`src/rtl/freq_peak_reader_if.sv`:
```
// Streaming FFT-frame sink plus valid/ack peak-result port for freq_peak_reader.
// The master side drives frames and acknowledges results. The slave side is the peak reader.
interface freq_peak_reader_if #(
  parameter int WIDTH  = 20,
  parameter int LENGTH = 2048
);
  localparam int BIN_W = $clog2(LENGTH / 2);

  logic                    sink_sop;
  logic                    sink_eop;
  logic                    sink_valid;
  logic signed [WIDTH-1:0] sink_re;
  logic signed [WIDTH-1:0] sink_im;

  logic                    result_valid;
  logic                    result_ack;
  logic [BIN_W-1:0]        result_bin;
  logic signed [WIDTH-1:0] result_re;
  logic signed [WIDTH-1:0] result_im;
  logic [WIDTH:0]          result_mag;

  modport master (
    output sink_sop, sink_eop, sink_valid, sink_re, sink_im, result_ack,
    input  result_valid, result_bin, result_re, result_im, result_mag
  );

  modport slave (
    input  sink_sop, sink_eop, sink_valid, sink_re, sink_im, result_ack,
    output result_valid, result_bin, result_re, result_im, result_mag
  );
endinterface

```
`src/rtl/freq_peak_reader.sv`:
```
// Consumes one sop/eop-framed FFT frame and reports the largest |re|+|im| bin of the
// positive-frequency half through a held valid/ack result port.
module freq_peak_reader #(
  parameter int WIDTH   = 20,
  parameter int LENGTH  = 2048,
  parameter bit SKIP_DC = 1'b1
) (
  input  logic                  i_clk,
  input  logic                  i_reset,
  freq_peak_reader_if.slave     bus,
  output logic                  o_frame_error,
  output logic                  o_overrun
);
  localparam int HALF  = LENGTH / 2;
  localparam int BIN_W = $clog2(HALF);
  localparam int CNT_W = $clog2(LENGTH);
  localparam logic [CNT_W-1:0] LAST_BEAT = CNT_W'(LENGTH - 1);
  localparam logic [CNT_W-1:0] HALF_BEAT = CNT_W'(HALF);

  typedef enum logic [1:0] {
    S_IDLE    = 2'd0,
    S_CAPTURE = 2'd1,
    S_HOLD    = 2'd2
  } state_t;

  // The most negative input maps to 2^(WIDTH-1), which still fits unsigned WIDTH bits.
  function automatic logic [WIDTH-1:0] abs_val(input logic signed [WIDTH-1:0] v);
    if (v[WIDTH-1]) begin
      abs_val = (~v) + WIDTH'(1);
    end else begin
      abs_val = v;
    end
  endfunction

  function automatic logic [WIDTH:0] mag_of(input logic signed [WIDTH-1:0] re,
                                            input logic signed [WIDTH-1:0] im);
    mag_of = {1'b0, abs_val(re)} + {1'b0, abs_val(im)};
  endfunction

  state_t                  r_state;
  state_t                  w_state_next;
  logic [CNT_W-1:0]        r_beat;
  logic [BIN_W-1:0]        r_best_bin;
  logic signed [WIDTH-1:0] r_best_re;
  logic signed [WIDTH-1:0] r_best_im;
  logic [WIDTH:0]          r_best_mag;
  logic                    r_result_valid;
  logic [BIN_W-1:0]        r_result_bin;
  logic signed [WIDTH-1:0] r_result_re;
  logic signed [WIDTH-1:0] r_result_im;
  logic [WIDTH:0]          r_result_mag;
  logic                    r_frame_error;
  logic                    r_overrun;

  logic [WIDTH:0]          w_mag;
  logic                    w_sop_beat;
  logic                    w_start;
  logic                    w_advance;
  logic                    w_update;
  logic                    w_publish;
  logic                    w_clear;
  logic                    w_err;
  logic                    w_ovr;

  assign w_mag      = mag_of(bus.sink_re, bus.sink_im);
  assign w_sop_beat = bus.sink_valid & bus.sink_sop;

  always_ff @(posedge i_clk) begin
    if (i_reset) begin
      r_state <= S_IDLE;
    end else begin
      r_state <= w_state_next;
    end
  end

  // A sop beat that is also eop is a one-beat frame, so it is malformed rather than a start.
  always_comb begin
    w_state_next = r_state;
    w_start      = 1'b0;
    w_advance    = 1'b0;
    w_update     = 1'b0;
    w_publish    = 1'b0;
    w_clear      = 1'b0;
    w_err        = 1'b0;
    w_ovr        = 1'b0;
    case (r_state)
      S_IDLE: begin
        if (w_sop_beat) begin
          if (bus.sink_eop) begin
            w_err = 1'b1;
          end else begin
            w_start      = 1'b1;
            w_state_next = S_CAPTURE;
          end
        end else begin
          w_state_next = S_IDLE;
        end
      end
      S_CAPTURE: begin
        if (!bus.sink_valid) begin
          w_state_next = S_CAPTURE;
        end else if (bus.sink_sop) begin
          w_err = 1'b1;
          if (bus.sink_eop) begin
            w_state_next = S_IDLE;
          end else begin
            w_start      = 1'b1;
            w_state_next = S_CAPTURE;
          end
        end else if (r_beat == LAST_BEAT) begin
          if (bus.sink_eop) begin
            w_publish    = 1'b1;
            w_state_next = S_HOLD;
          end else begin
            w_err        = 1'b1;
            w_state_next = S_IDLE;
          end
        end else if (bus.sink_eop) begin
          w_err        = 1'b1;
          w_state_next = S_IDLE;
        end else begin
          w_advance = 1'b1;
          w_update  = (r_beat < HALF_BEAT) && (w_mag > r_best_mag);
        end
      end
      S_HOLD: begin
        if (bus.result_ack) begin
          w_clear = 1'b1;
          if (w_sop_beat && !bus.sink_eop) begin
            w_start      = 1'b1;
            w_state_next = S_CAPTURE;
          end else begin
            w_err        = w_sop_beat;
            w_state_next = S_IDLE;
          end
        end else if (w_sop_beat) begin
          w_ovr = 1'b1;
        end else begin
          w_state_next = S_HOLD;
        end
      end
      default: begin
        w_state_next = S_IDLE;
      end
    endcase
  end

  // Beat counter rests at zero whenever no frame is being captured.
  always_ff @(posedge i_clk) begin
    if (i_reset) begin
      r_beat <= {CNT_W{1'b0}};
    end else if (w_start) begin
      r_beat <= CNT_W'(1);
    end else if (w_advance) begin
      r_beat <= r_beat + CNT_W'(1);
    end else if (w_state_next != S_CAPTURE) begin
      r_beat <= {CNT_W{1'b0}};
    end else begin
      r_beat <= r_beat;
    end
  end

  // Strictly-greater update keeps the lowest bin on ties.
  always_ff @(posedge i_clk) begin
    if (i_reset) begin
      r_best_bin <= {BIN_W{1'b0}};
      r_best_re  <= {WIDTH{1'b0}};
      r_best_im  <= {WIDTH{1'b0}};
      r_best_mag <= {(WIDTH+1){1'b0}};
    end else if (w_start) begin
      r_best_bin <= {BIN_W{1'b0}};
      if (SKIP_DC) begin
        r_best_re  <= {WIDTH{1'b0}};
        r_best_im  <= {WIDTH{1'b0}};
        r_best_mag <= {(WIDTH+1){1'b0}};
      end else begin
        r_best_re  <= bus.sink_re;
        r_best_im  <= bus.sink_im;
        r_best_mag <= w_mag;
      end
    end else if (w_update) begin
      r_best_bin <= r_beat[BIN_W-1:0];
      r_best_re  <= bus.sink_re;
      r_best_im  <= bus.sink_im;
      r_best_mag <= w_mag;
    end else begin
      r_best_bin <= r_best_bin;
      r_best_re  <= r_best_re;
      r_best_im  <= r_best_im;
      r_best_mag <= r_best_mag;
    end
  end

  always_ff @(posedge i_clk) begin
    if (i_reset) begin
      r_result_valid <= 1'b0;
      r_result_bin   <= {BIN_W{1'b0}};
      r_result_re    <= {WIDTH{1'b0}};
      r_result_im    <= {WIDTH{1'b0}};
      r_result_mag   <= {(WIDTH+1){1'b0}};
    end else if (w_publish) begin
      r_result_valid <= 1'b1;
      r_result_bin   <= r_best_bin;
      r_result_re    <= r_best_re;
      r_result_im    <= r_best_im;
      r_result_mag   <= r_best_mag;
    end else if (w_clear) begin
      r_result_valid <= 1'b0;
    end else begin
      r_result_valid <= r_result_valid;
    end
  end

  always_ff @(posedge i_clk) begin
    if (i_reset) begin
      r_frame_error <= 1'b0;
      r_overrun     <= 1'b0;
    end else begin
      r_frame_error <= w_err;
      r_overrun     <= w_ovr;
    end
  end

  assign bus.result_valid = r_result_valid;
  assign bus.result_bin   = r_result_bin;
  assign bus.result_re    = r_result_re;
  assign bus.result_im    = r_result_im;
  assign bus.result_mag   = r_result_mag;
  assign o_frame_error    = r_frame_error;
  assign o_overrun        = r_overrun;
endmodule

```
`src/flat_wrapper.sv`:
```
// flat-port wrapper written by rule: the top's interface ports become plain ports
module freq_peak_reader_flat 
#(
  parameter int WIDTH   = 20,
  parameter int LENGTH  = 2048,
  parameter bit SKIP_DC = 1'b1
)
  (i_clk, i_reset, o_frame_error, o_overrun, bus_sink_sop, bus_sink_eop, bus_sink_valid, bus_sink_re, bus_sink_im, bus_result_ack, bus_result_valid, bus_result_bin, bus_result_re, bus_result_im, bus_result_mag);
  freq_peak_reader_if #(.WIDTH(WIDTH), .LENGTH(LENGTH)) bus_i ();
  input  logic i_clk;
  input  logic i_reset;
  output logic o_frame_error;
  output logic o_overrun;
  input wire logic [$bits(bus_i.sink_sop)-1:0] bus_sink_sop;
  input wire logic [$bits(bus_i.sink_eop)-1:0] bus_sink_eop;
  input wire logic [$bits(bus_i.sink_valid)-1:0] bus_sink_valid;
  input wire logic [$bits(bus_i.sink_re)-1:0] bus_sink_re;
  input wire logic [$bits(bus_i.sink_im)-1:0] bus_sink_im;
  input wire logic [$bits(bus_i.result_ack)-1:0] bus_result_ack;
  output wire logic [$bits(bus_i.result_valid)-1:0] bus_result_valid;
  output wire logic [$bits(bus_i.result_bin)-1:0] bus_result_bin;
  output wire logic [$bits(bus_i.result_re)-1:0] bus_result_re;
  output wire logic [$bits(bus_i.result_im)-1:0] bus_result_im;
  output wire logic [$bits(bus_i.result_mag)-1:0] bus_result_mag;
  assign bus_i.sink_sop = bus_sink_sop;
  assign bus_i.sink_eop = bus_sink_eop;
  assign bus_i.sink_valid = bus_sink_valid;
  assign bus_i.sink_re = bus_sink_re;
  assign bus_i.sink_im = bus_sink_im;
  assign bus_i.result_ack = bus_result_ack;
  assign bus_result_valid = bus_i.result_valid;
  assign bus_result_bin = bus_i.result_bin;
  assign bus_result_re = bus_i.result_re;
  assign bus_result_im = bus_i.result_im;
  assign bus_result_mag = bus_i.result_mag;
  freq_peak_reader #(.WIDTH(WIDTH), .LENGTH(LENGTH), .SKIP_DC(SKIP_DC)) u_core (.i_clk(i_clk), .i_reset(i_reset), .bus(bus_i), .o_frame_error(o_frame_error), .o_overrun(o_overrun));
endmodule
```
`config.mk`:
```
export PLATFORM = sky130hd
export DESIGN_NAME = freq_peak_reader_flat
export DESIGN_NICKNAME = d
export VERILOG_FILES = /design/src/rtl/freq_peak_reader_if.sv /design/src/rtl/freq_peak_reader.sv /design/src/flat_wrapper.sv
export SDC_FILE = /design/constraint.sdc
export NUM_CORES = 1
export LEC_CHECK = 0
export CAP_MARGIN = 20
export CORE_MARGIN = 1
export CORE_UTILIZATION = 55
export CTS_CLUSTER_SIZE = 28
export DETAILED_ROUTE_END_ITERATION = 8
export GPL_TIMING_DRIVEN = 0
export PLACE_DENSITY = 0.81
export SLEW_MARGIN = 30
export SYNTH_ARGS = -nofsm -noshare
export SYNTH_HDL_FRONTEND = slang
export SYNTH_SLANG_ARGS = --single-unit
```
`constraint.sdc`:
```
create_clock -name i_clk -period 9.1 [get_ports i_clk]
set_input_delay 1.365 -clock i_clk [delete_from_list [all_inputs] [get_ports i_clk]]
set_output_delay 1.365 -clock i_clk [all_outputs]
set_load 0.02 [all_outputs]
```
==> summary.md <==
| Metric | Value |
|---|---|
| Status | completed |
| Finished Cell Area | 10000 um2 |
| Top-area cell type share of the netlist area | between 30% and 40% |
| Placer congestion estimate | 0.903 |
| RSZ-0062 raised after global routing | false |
| Final count of hold timing violations | 0 |
| Synth Flop Type | dfxtp_1 |
| FF+latch area | ~3200 um2 |
| Antenna viol nets, final | 0 |
| Top post-synthesis cells by area | dfxtp_1 (39%), nand2_1 (8.4%), mux2i_1 (7.8%) |
| Combinational power share | between 20% and 30% |
| Min-Delay Path Class | register to register |
| Most frequent cells after synthesis | nand2_1 (179), dfxtp_1 (158), a21oi_1 (99), nor2_1 (86), mux2i_1 (63) |
| Num CTS Buffers | 17 |
| Least-Margin Pin Slew | between 900 and 1000 ps |
| FILL cells | about 1100 |
| Largest area contributor in the netlist | dfxtp_1 |
| Count leader, synth | nand2_1 |
| Port Buffer Count | between 100 and 150 |
| # rows | 43 |
| Area of the multi-input gates | 4530 um2 |
| Synth Cell Area | around 8000 um2 |
| Switching part of the total | between 20% and 30% |
| Root buf cell | clkbuf_16 |
| R2r startpoint | u_core.r_beat[0] |
| Max frequency | between 100 and 150 MHz |
| Leak | ~3.5 nW |
| Die height | 123 um |
| Clock power share | roughly two fifths |
| Die ar. | between 15000 and 20000 um2 |
| First-pass GRT wire length | approximately 34 mm |
| Worst Hold Launch | u_core.r_best_mag[13] |
| Drc violations | 0 |
| Worst Path Required | 9400 ps |
| Initial DRC count | about 570 |
| Largest net degree at the start of global routing | 17 |
| Count of final setup violators | 0 |
| Crit path time final | 7860 ps |
| Worst vdd ir | ~0.13 mV |
| Initial antenna violation count | 0 |
| CP arrival | slightly above 8000 ps |
| Type of origin of the critical path | input pin |
| Initial Util | 57.2% |
| Synth Net Count | between 1000 and 1500 |
| TritonRoute pass-1 iters | 5 |
| # resized after CTS | 0 |
| Mean post-synth cell area | 8.30 um2 |
| Internal | between 1 and 1.5 mW |
| Final slew viol count | 0 |
| Clock tree buffer depth | 2 |
| Worst slew margin | about two fifths |
| Final Cycle Share | 86.4% |
| PD cells | roughly 180 nW/um2 |
| Later-pin clock latency in the skew report | approximately 430 ps |
| Yosys warns | 0 |
| Post-CTS Setup Inserts | 0 |
| CP Capture Type | register |
| Vias in the first global route | approximately 6900 |
| Fin Clk Skew | 8.38 ps |
| Crit path from | bus_sink_im[2] |
| EDFF count, synth | 0 |
| Clock slew at reported path FFs | around 60 ps |
| Max Cap Viol | 0 |
| Sequential share of power | about 39% |
| GR Overflow Total | 0 |
| Vias | approximately 7400 |
| Share of async-settable or async-resettable flops after synthesis | 0% |
| Proportion of layout cells with a drive suffix above 1 | between 3 and 4% |
| CTS Sinks | between 150 and 200 |
| Setup_tns | 0 ps |
| Util after Layout | a little under three quarters |
| WL/cell | roughly 17 um |
| Setup Crit Path Kind | input pin to register |
| Hold-fix buffers, CTS | 0 |
| Sequential area share after synthesis | between 30% and 40% |
| Switching power | approximately 0.5 mW |
| DP HPWL | about 16 mm |
| Avg Vias per Cell | ~5.7 |
| Flops & latches, synth | 158 |
| Total core area | ~14000 um2 |
| Final net count | 1198 |
| CTS tree | done |
| # IOs | 120 |
| Netlist cell types | 60 |
| H-tree depth | 4 |
| N_diodes | 0 |
| Final WL | approximately 21 mm |
| DP Area | around 9400 um2 |
| GRT Util Overall | between 20% and 30% |
| Crit-path max FO | 10 |
| Syn Inst Count | 968 |
| Die X | roughly 120 um |
| Area Growth Syn to Fin | 24.9% |
[cells by family (layout without fill, tap and decap cells)]
family	Yosys count	in the layout	share of synthesized area (%)
XOR/XNOR	49	49	5.34
adder cells (fa/ha/maj)	47	47	7.41
buffers and inverters	83	232	4.33
multiplexers	63	63	7.84
AO/OA/AOI/OAI	213	213	16.1
flip-flops	158	158	39.3
AND/OR/NAND/NOR	355	355	19.6
[area by class of cell]
cell class / instances / area share [%]
multi-input cells: 727 / 45.1
flip-flops and latches: 158 / 31.5
repair buffers: 118 / 11.8
clock buffers: 22 / 4.62
plain buffers: 51 / 2.27
well taps: 180 / 2.24
clock inverters: 9 / 1.33
inverters: 32 / 1.20
[final timing paths]
check	end	slack, ps	cells after the start
max	u_core.r_best_re[13]	1240	22
min reg2reg	u_core.bus.result_mag[13]	450	2
max reg2reg	u_core.bus.result_im[6]	5790	9
min	u_core.bus.result_mag[13]	450	2
[metrics by stage]
stage          worst slack, ps  power (mW)  hold slack, ps  std cells
3_5_place_dp               943        1.06             442       1266
6_report                  1240        1.78             451       1297
3_3_place_gp              1000        1.05             439       1266
2_1_floorplan             2410       0.950             431        968
5_1_grt                    836        1.86             470       1297
4_1_cts                   1350        1.78             450       1297
[routing by layer]
layer  up-vias  share of wire, %  GRT usage (%)
met5         -                 0              0
met4         0               2.0           9.45
met3        36               6.3           6.09
met2       262                46           48.2
met1      3460                46           38.7
li1       3632                 -              -
[placed cells by master (no fill, tap or decap), types with 5 or more instances in the layout]
| cell type | instances |
|---|---|
| nand2_1 | 179 |
| dfxtp_1 | 158 |
| clkdlybuf4s50_1 | 118 |
| a21oi_1 | 99 |
| nor2_1 | 86 |
| mux2i_1 | 63 |
| ha_1 | 46 |
| clkbuf_1 | 45 |
| xnor2_1 | 39 |
| o21ai_0 | 33 |
| inv_1 | 32 |
| clkbuf_16 | 17 |
| nand3_1 | 13 |
| o31ai_1 | 12 |
| nor3_1 | 11 |
| xor2_1 | 10 |
| and3_1 | 10 |
| a31oi_1 | 9 |
| and2_1 | 8 |
| nand2b_1 | 8 |
| o21ai_1 | 8 |
| a21o_1 | 7 |
| o211ai_1 | 7 |
| nand3b_1 | 6 |
| nand4_1 | 6 |
| a21boi_0 | 5 |
| or3_1 | 5 |
| buf_4 | 5 |
[power groups by stage]
stage / Clock [mW] / Sequential [mW] / Combinational, mW
finish: 0.728 / 0.696 / 0.359
global placement: 0 / 0.711 / 0.340
CTS: 0.733 / 0.696 / 0.351
global route: 0.765 / 0.696 / 0.395
floorplan: 0 / 0.711 / 0.239
detailed placement: 0 / 0.711 / 0.346
[critical path, stage by stage]
cell             delay [ps]
clkdlybuf4s50_1         510
or4_1                   580
or4_4                   450
o31ai_1                 250
xnor2_1                 210
ha_1                    340
a21oi_1                 300
a21boi_0                140
a311oi_1                770
nor4_1                  180
nor3_1                  390
inv_1                    90
ha_1                    300
nand4_1                 160
or4_1                   630
a311o_1                 320
a41oi_1                 200
buf_2                   280
buf_6                   200
buf_6                   200
mux2i_1                 240
nor2_1                   50
[state kept, by name, indices dropped and copies added, names as in the netlist, 11 cells and up]
register	cells
u_core.r_best_re	20
u_core.r_best_mag	21
u_core.r_beat	11
u_core.bus.result_re	20
u_core.bus.result_mag	21
u_core.r_best_im	20
u_core.bus.result_im	20
Note: power is estimated with default switching activity, not from simulation.
==> RTL change: new RTL, same flow settings <==
`LENGTH` is set to 2048 in 3 places; all go to 4096.
--- a/src/rtl/freq_peak_reader_if.sv
+++ b/src/rtl/freq_peak_reader_if.sv
@@ -3,5 +3,5 @@
 interface freq_peak_reader_if #(
   parameter int WIDTH  = 20,
-  parameter int LENGTH = 2048
+  parameter int LENGTH = 4096
 );
   localparam int BIN_W = $clog2(LENGTH / 2);
--- a/src/rtl/freq_peak_reader.sv
+++ b/src/rtl/freq_peak_reader.sv
@@ -3,5 +3,5 @@
 module freq_peak_reader #(
   parameter int WIDTH   = 20,
-  parameter int LENGTH  = 2048,
+  parameter int LENGTH  = 4096,
   parameter bit SKIP_DC = 1'b1
 ) (
--- a/src/flat_wrapper.sv
+++ b/src/flat_wrapper.sv
@@ -3,5 +3,5 @@
 #(
   parameter int WIDTH   = 20,
-  parameter int LENGTH  = 2048,
+  parameter int LENGTH  = 4096,
   parameter bit SKIP_DC = 1'b1
 )
Interface: changed (resized bus_result_bin); port bits go from 120 to 121. The function was not compared with the original's and may differ.
==> RTL change against the unedited design <==
  * Final area is 0.77% higher
  * Routed wire length is 3.0% lower
  * Area after synthesis is 0.36% higher
  * Sequential cell count is 3 higher
  * Via count is 0.12% higher
  * Fmax is 7.5% higher
  * Total power is 3.2% higher
  * Worst setup slack better by 0.55 ns
  * Critical endpoint is now u_core.r_best_re[10]
  * Largest power group unchanged
  * Highest routed layer unchanged
==> RTL change: results (changes against the unedited design) <==
XOR/XNOR share of the synthesized area: 5.65% (+0.31 points)
Pleak: 4.07 nW (+17%)
Most frequent cells after synthesis: 193 x nand2_1, 161 x dfxtp_1, 103 x a21oi_1
Crit path from: bus_sink_re[6]
Area after DPL: 0.00948 mm^2 (+0.41%)
Total GRT Usage: 28.8% (-0.62 points)
Met3 WL: 1.38 mm (+2.4%)
Status: complete, no violations
Clock Skew: 0.0105 ns (+0.00207 ns)
GRT met3 Usage: 6.50% (+0.42 points)
Met2 global-route usage: 46.3% (-1.9 points)
Vias in the first global route: 6975 (+0.75%)
Peak VDD IR: 0.141 mV (+12%)
Sw frac: 27.6% (-0.36 points)
Tcrit/Tclk final: 80.3% (-6.0 points)
Worst endpoint data arrival time: 7.62 ns (-0.54 ns)
Final Hold Slack: 0.448 ns (-0.00287 ns)
Synth Area in Compound Gates: 15.7% (-0.40 points)
Hold Path Sink: u_core.bus.result_bin[4]
Filler cell count: 1105 (-2.9%)
First-pass GRT wire length: 33.6 mm (-1.6%)
Dpl cells: 1279 (+1.0%)
Seq/Total Area, Yosys: 40.0% (+0.60 points)
Share of cells above drive strength 1: 4.16% (+0.22 points)
CP endpoint: u_core.r_best_re[10]
Distinct cells, synth: 56 (-6.7%)
Hpwl dp: 15.7 mm (-0.76%)
Gate power share: 19.6% (-0.5 points)
M1 wire length: 9.31 mm (-5.4%)
Synth area leaders: dfxtp_1 40%, nand2_1 9.0%, mux2i_1 8.1%
GP Congestion: 0.977 (+8.2%)
Cell Pwr Density: 182 mW/mm^2 (+2.4%)
Nets: 1211 (+1.1%)
Via/cell ratio: 5.64 (-0.95%)
Mapped Nets: 1073 (+1.1%)
## RTL change: layout make-up
class / count / area [um^2] / area share [%]
flip-flops and latches: 161 / 3220 / 31.8
clock inverters: 10 / 173 / 1.71
well taps: 180 / 225 / 2.23
multi-input cells: 739 / 4520 / 44.7
plain buffers: 49 / 205 / 2.03
repair buffers: 119 / 1190 / 11.8
inverters: 31 / 116 / 1.15
clock buffers: 22 / 464 / 4.59
## RTL change: critical path: stages
cell and delay [ns]:
clkdlybuf4s50_1 0.54, or4_4 0.61, o41ai_1 0.66, nand2_1 0.15, xor2_1 0.34, ha_1 0.30, clkbuf_1 0.19, and3_1 0.20
a221o_1 0.37, o311ai_0 0.76, ha_1 0.40, a21oi_1 0.12, o21ai_0 0.09, a221oi_1 0.29, a21oi_1 0.08, o21ai_1 0.31
buf_4 0.29, buf_4 0.25, mux2i_1 0.24, nor2_1 0.06
